File: src/rtl/spill_register.sv
// Valid/ready spill register: cuts all combinational paths between the
// upstream and downstream handshakes using a primary slot (A) and a spill
// slot (B). With Bypass set the stage collapses to plain wires.
//
// Ports:
//   clk_i    rising-edge clock
//   rst_ni   asynchronous active-low reset
//   valid_i  upstream payload valid
//   ready_o  upstream ready (from registers only)
//   data_i   upstream payload of type T
//   valid_o  downstream payload valid (from registers only)
//   ready_i  downstream ready
//   data_o   downstream payload of type T (from registers only)
module spill_register #(
  parameter type T      = logic,
  parameter bit  Bypass = 1'b0
) (
  input  logic clk_i,
  input  logic rst_ni,
  input  logic valid_i,
  output logic ready_o,
  input  T     data_i,
  output logic valid_o,
  input  logic ready_i,
  output T     data_o
);

  if (Bypass) begin : gen_bypass
    // Pure feed-through; clock and reset are intentionally unused.
    logic unused_clk_rst;
    assign unused_clk_rst = clk_i ^ rst_ni;

    assign valid_o = valid_i;
    assign ready_o = ready_i;
    assign data_o  = data_i;
  end else begin : gen_spill
    T     a_data_q, b_data_q;
    logic a_full_q, b_full_q;
    logic a_fill, a_drain, b_fill, b_drain;

    // A accepts whenever upstream handshakes; it empties whenever B is free,
    // either straight downstream or into B under backpressure.
    assign a_fill  = valid_i & ready_o;
    assign a_drain = a_full_q & ~b_full_q;
    assign b_fill  = a_drain & ~ready_i;
    assign b_drain = b_full_q & ready_i;

    // Primary slot
    always_ff @(posedge clk_i or negedge rst_ni) begin
      if (!rst_ni) begin
        a_data_q <= '0;
        a_full_q <= 1'b0;
      end else begin
        if (a_fill) begin
          a_data_q <= data_i;
        end
        if (a_fill | a_drain) begin
          a_full_q <= a_fill;
        end
      end
    end

    // Spill slot; always holds the older beat when both are full
    always_ff @(posedge clk_i or negedge rst_ni) begin
      if (!rst_ni) begin
        b_data_q <= '0;
        b_full_q <= 1'b0;
      end else begin
        if (b_fill) begin
          b_data_q <= a_data_q;
        end
        if (b_fill | b_drain) begin
          b_full_q <= b_fill;
        end
      end
    end

    assign ready_o = ~a_full_q | ~b_full_q;
    assign valid_o = a_full_q | b_full_q;
    assign data_o  = b_full_q ? b_data_q : a_data_q;

`ifndef SYNTHESIS
    // Downstream handshake rules: a stalled beat must neither vanish nor change.
    logic chk_stall_q;
    T     chk_data_q;

    always_ff @(posedge clk_i or negedge rst_ni) begin
      if (!rst_ni) begin
        chk_stall_q <= 1'b0;
        chk_data_q  <= '0;
      end else begin
        if (chk_stall_q) begin
          assert (valid_o)
            else $error("spill_register: valid_o dropped without handshake");
          assert (data_o == chk_data_q)
            else $error("spill_register: data_o changed while stalled");
        end
        chk_stall_q <= valid_o & ~ready_i;
        chk_data_q  <= data_o;
      end
    end
`endif
  end

endmodule

File: config.mk
export PLATFORM = sky130hd
export DESIGN_NAME = spill_register
export DESIGN_NICKNAME = d
export VERILOG_FILES = /design/src/rtl/spill_register.sv
export SDC_FILE = /design/constraint.sdc
export NUM_CORES = 1
export LEC_CHECK = 0
export CORE_AREA = 10 10 47 49
export CTS_BUF_LIST = sky130_fd_sc_hd__clkbuf_4 sky130_fd_sc_hd__clkbuf_8
export DETAILED_ROUTE_END_ITERATION = 8
export DIE_AREA = 0 0 57 59
export HOLD_SLACK_MARGIN = 0.15
export SETUP_SLACK_MARGIN = 0.05
export SYNTH_ARGS = -nofsm -noshare
export SYNTH_HDL_FRONTEND = slang
export SYNTH_SLANG_ARGS = --single-unit
File: constraint.sdc
create_clock -name clk_i -period 1 [get_ports clk_i]
set_input_delay 0.15 -clock clk_i [delete_from_list [all_inputs] [get_ports clk_i]]
set_output_delay 0.15 -clock clk_i [all_outputs]
set_load 0.03 [all_outputs]
==> results of run 1 <==
-- how the worst min path moves through the flow --
stage / from / end / slack, ns / depth (start not counted)
after CTS: gen_spill.b_data_q / gen_spill.b_data_q / 0.50 / 1
after global placement: rst_ni / gen_spill.b_data_q / 0.38 / 1
after detailed placement: rst_ni / gen_spill.a_data_q / 0.38 / 1
after floorplan: rst_ni / gen_spill.a_data_q / -0.15 / 0
after global routing: data_i / gen_spill.a_data_q / 0.53 / 2
final: gen_spill.b_data_q / gen_spill.b_data_q / 0.51 / 1
-- power breakdown --
group	internal [uW]	switching [uW]
clock	134	63.2
combinational	111	80.5
sequential	188	15.9
-- cells by family (layout without fill, tap and decap cells) --
family,Yosys count,count (layout)
simple gates,5,5
flops,4,4
buf+inv,0,14
compound gates,1,1
mux,3,3
-- flip-flops by register name, summed over array words and instances (netlist names) --
signal	count
gen_spill.a_data_q	1
gen_spill.a_full_q	1
gen_spill.b_data_q	1
gen_spill.b_full_q	1
-- metrics by stage --
stage          setup WS (ns)  std cells  area [sq um]  hold slack [ns]
6_report              -0.229         43           348            0.515
3_3_place_gp          -0.437         39           293            0.375
3_5_place_dp          -0.461         39           293            0.379
2_1_floorplan        -0.0193         13           183           -0.146
4_1_cts               -0.238         43           338            0.502
5_1_grt               -0.271         43           348            0.529
-- critical path, stage by stage (launching register included) --
cell and delay [ns]:
dfrtp_1 0.40, mux2_4 0.31, buf_6 0.14
-- per-layer routing --
metal  vias to the layer above  track usage [%]
li1                         73                -
met1                        75             3.34
met2                         8             5.12
met3                         0             4.29
met4                         0             1.01
met5                         -                0
-- area by class of cell --
type | count | area share (%)
sequential | 4 | 28.8
clock buffer | 3 | 6.47
multi-input combinational | 9 | 28.4
tap | 16 | 5.76
timing repair buffer | 11 | 30.6
-- timing repair --
| action | in CTS | in global routing |
|---|---|---|
| hold endpoints to repair | 4 | 0 |
| resized for setup | 17 | 2 |
| hold buffers | 1 | 0 |
| setup endpoints to repair | 5 | 5 |
-- cell usage in the layout (no fill, tap or decap), drive strengths merged --
cell type      n
clkdlybuf4s50  4
buf            6
nor2b          1
clkbuf         3
a21boi         1
dlygate4sd3    1
or2            1
nand2b         1
dfrtp          4
nor3b          1
mux2           3
nand2          1
==> out/results.ini, run 1 <==
[synthesis]
synthTopCellsByCount=dfrtp_1, mux2_1
synth_nets=18
synth_xor_area_share_pct=0
yosysTopAreaCellShare_pct=55.6
yosys_most_used_dff=dfrtp_1
synthArstFlopShare_pct=100
yosys.area_share.simple_pct=19.4
synth_compound_area_share_pct=6.25
synth_area_sq_um=180
synth_cell_types=9
synth_top_family_by_area=simple AND/OR/NAND/NOR gates
synth_edf_count=0
yosys.area.top_type=dfrtp_1
syn_area_per_cell_sq_um=13.9
yosys_warnings=0
synthTopCellsByArea=dfrtp_1, mux2_1, nor3b_2, a21boi_2, mux2_2
yosys.cell_count.top_type=dfrtp_1
postSynthCellCount=13
ys_ff_latch=4
yosys.area_share.adder_pct=0
muxShareOfSynthArea_pct=18.8
seq_area_frac_synth_pct=55.6

[finish]
synthToLayoutAreaGrowth_pct=93.1
final_nets=34
final_core_util_pct=24.8
register_area_sq_um=100
fillers=159
multi_input_area_sq_um=98.8
n_antenna_cell=0
layout-drive-gt1-share_pct=55.6

[worst_setup_path]
startpoint_type=flip-flop
critPathCapture=data_o
critPathMaxFanout=3
required_ns=0.85
ff2ff_path_depth=3
cp-end-kind=primary output
path_class=flip-flop to primary output
arrival_ns=1.08
r2r_slack_ns=-0.18
startpoint=gen_spill.b_full_q
r2r-end=gen_spill.b_data_q
r2r-start=gen_spill.b_full_q

[sta]
tightest_slew_ns=0.205
fmax_mhz=814
fin_skew_ns=0.00428
period_share_pct=123
setup_tns_ns=-0.854
max_slew_margin_pct=86.3
rsz0062_at_grt=true
finalWorstSetupSlack_ns=-0.229
final-setup-viol-count=5
slew_violations=0
finalHoldViolCount=0
fin_crit_ns=1.23

[drt]
num_vias=156
met1Wirelength_microns=195
route.met2.wl_microns=264
top_layer_used=met3
wl_microns=550
drtAntennaViolNets=0
post_drt_via_cell_ratio=3.63
wl_per_cell_microns=12.8
drt_iter0_drc=0
wl_met3_microns=90
route.detailed.drc=0
drtPass1Iterations=1

[clock_tree]
cts_num_sinks=4
cts_setup_buffers=0
cts.path.max_buffers=2
cts.clk_slew.worst_paths_ns=0.04
clockRootBuffer=clkbuf_4
clk_latency_ns=0.23
cts_tree=done
htree_levels=1
numCtsBuffers=3

[flow_run]
timing.max_cap.violations=0

[die]
dieArea_sq_um=3360
die_w_microns=57
num_rows=14
io_pins=8
initial_core_util_pct=12.9
dieHeight_microns=59
core_region_area_sq_um=1400

[pwr]
fin_total_pwr_uw=593
power_density_nw_per_um2=1700
peakVddDrop_v=0.000725
leakagePower_uw=0.000152

[place]
place_hpwl_microns=420
io_buffers=7
finalWeightedCongestion=0.625

[outcome]
status=finished, violations left
violations=setup timing

[global_routing]
grt_pass1_wl_microns=903
grt-ovfl-total=0
grt_antenna_before_repair=0
grt_usage_pct=3.63
grt_max_degree=5
first_global_vias=200

[min_path]
hp-class=flip-flop to flip-flop

Power figures use the tool's default switching activity.
==> run 2: changes to the inputs <==
==> constraint.sdc (replaced) <==
create_clock -name clk_i -period 1.1 [get_ports clk_i]
set_input_delay 0.165 -clock clk_i [delete_from_list [all_inputs] [get_ports clk_i]]
set_output_delay 0.165 -clock clk_i [all_outputs]
set_load 0.03 [all_outputs]
==> run 2 against run 1 <==
Against the previous run: the flow still finishes with violations (setup timing); core utilization shrank 1.2 points; critical path depth is the same; global-route usage fell by 0.35 points; non-clock buffer count shrank 1; clock power down 8%; first-iteration DRC count increased by 3; via count is 5.8% lower; register-to-register slack improved by 0.08 ns; combinational power is 22% lower; clock-buffer cell count stayed put; clock skew about the same; sequential share of layout area up 1.5 points.
==> out/results.ini, run 2 (synthesis gave the netlist of run 1 again) <==
[outcome]
status=finished, violations left
violations=setup timing

[clock_tree]
numCtsBuffers=3
cts_tree=done
htree_levels=1
cts_num_sinks=4
cts.path.max_buffers=2
cts_setup_buffers=0
cts.clk_slew.worst_paths_ns=0.04
clockRootBuffer=clkbuf_4
clk_latency_ns=0.24

[sta]
period_share_pct=114
rsz0062_at_grt=true
fin_crit_ns=1.25
tightest_slew_ns=0.209
setup_tns_ns=-0.434
fmax_mhz=800
max_slew_margin_pct=86.0
final-setup-viol-count=5
finalHoldViolCount=0
slew_violations=0
finalWorstSetupSlack_ns=-0.150
fin_skew_ns=0.00434

[min_path]
hp-class=flip-flop to flip-flop
hold_depth=1

[pwr]
power_density_nw_per_um2=1560
netSwitchingPower_uw=141
switching_share_pct=27.2
internal_power_uw=376
pwr-share-comb_pct=28.9
seqPwrFrac_pct=35.9
leakagePower_uw=0.000142
power_frac_clock_pct=35.2
fin_total_pwr_uw=516
peakVddDrop_v=0.000502

[global_routing]
grt_antenna_before_repair=0
grt-ovfl-total=0
first_global_vias=209
grt_usage_pct=3.29
grt_pass1_wl_microns=800
grt_max_degree=5

[finish]
final_core_util_pct=23.6
final_nets=33
synthToLayoutAreaGrowth_pct=83.3
layout-drive-gt1-share_pct=50.0
final_cell_area_sq_um=330
n_antenna_cell=0
fin_cells=42
final_cell_mix=dfrtp_1, clkdlybuf4s50_1, clkbuf_4, buf_6

[worst_setup_path]
critPathMaxFanout=3
arrival_ns=1.09
ff2ff_path_depth=3
cp-end-kind=primary output
path_class=flip-flop to primary output
required_ns=0.94
startpoint_type=flip-flop

[drt]
wl_microns=500
num_vias=147
wl_per_cell_microns=11.9
post_drt_via_cell_ratio=3.50
drtPass1Iterations=2
route.detailed.drc=0
drt_iter0_drc=3
drtAntennaViolNets=0

[place]
place_area_sq_um=285
numPlacedInstances=38
finalWeightedCongestion=0.621
io_buffers=7

[die]
die_w_microns=57
dieHeight_microns=59
initial_core_util_pct=12.9
num_rows=14
io_pins=8
core_region_area_sq_um=1400
dieArea_sq_um=3360

[flow_run]
timing.max_cap.violations=0

## run 2: cell count changes in the layout (fill, tap and decap cells not counted)
cell	change
buf_4	-1
mux2_1	+1
mux2_4	-1
nor3b_2	+1
nor3b_4	-1
## run 2: final timing paths
kind / from / to / slack (ns)
worst max-delay path: gen_spill.b_full_q / data_o / -0.15
worst max register to register: gen_spill.b_full_q / gen_spill.b_data_q / -0.10
max in group asynchronous: rst_ni / gen_spill.a_full_q / 0.22
worst min-delay path: gen_spill.b_data_q / gen_spill.b_data_q / 0.51
worst min register to register: gen_spill.b_data_q / gen_spill.b_data_q / 0.51
min in group asynchronous: rst_ni / gen_spill.b_data_q / 0.70
## run 2: cell type report
class,count,area [sq um]
clock buffer,3,22.5
tap,16,20.0
multi-input combinational,9,88.8
fill,155,1070
sequential,4,100
timing repair buffer,10,98.8
## run 2: per-stage QoR
stage | hold slack, ns | worst slack, ns
4_1_cts | 0.503 | -0.162
3_3_place_gp | 0.389 | -0.364
5_1_grt | 0.517 | -0.184
2_1_floorplan | -0.131 | 0.0600
6_report | 0.505 | -0.150
3_5_place_dp | 0.391 | -0.358
## run 2: worst max-delay path, stage by stage, from the launching register on
cell	delay, ns
dfrtp_1	0.40
mux2_4	0.31
buf_6	0.14
## run 2: timing repair
action	4_1_cts	5_1_grt
endpoints found under the hold margin	4	0
hold buffers	1	0
setup endpoints to repair	5	5
pin swaps	1	1
cloned	0	0
resized for setup	17	0
## run 2: routing by layer
metal,GRT usage (%),wire (microns),up-vias
li1,-,-,70
met2,4.19,233,8
met4,4.03,0,0
met5,0,0,-
met1,3.09,203,69
met3,2.36,63,0
## run 2: power groups by stage
stage                     Combinational (uW)  Sequential [uW]  Clock (uW)
after floorplan                         70.0              184           0
after global placement                   130              183           0
after detailed placement                 130              186           0
after CTS                                151              185         193
after global routing                     160              188         202
final                                    149              185         182
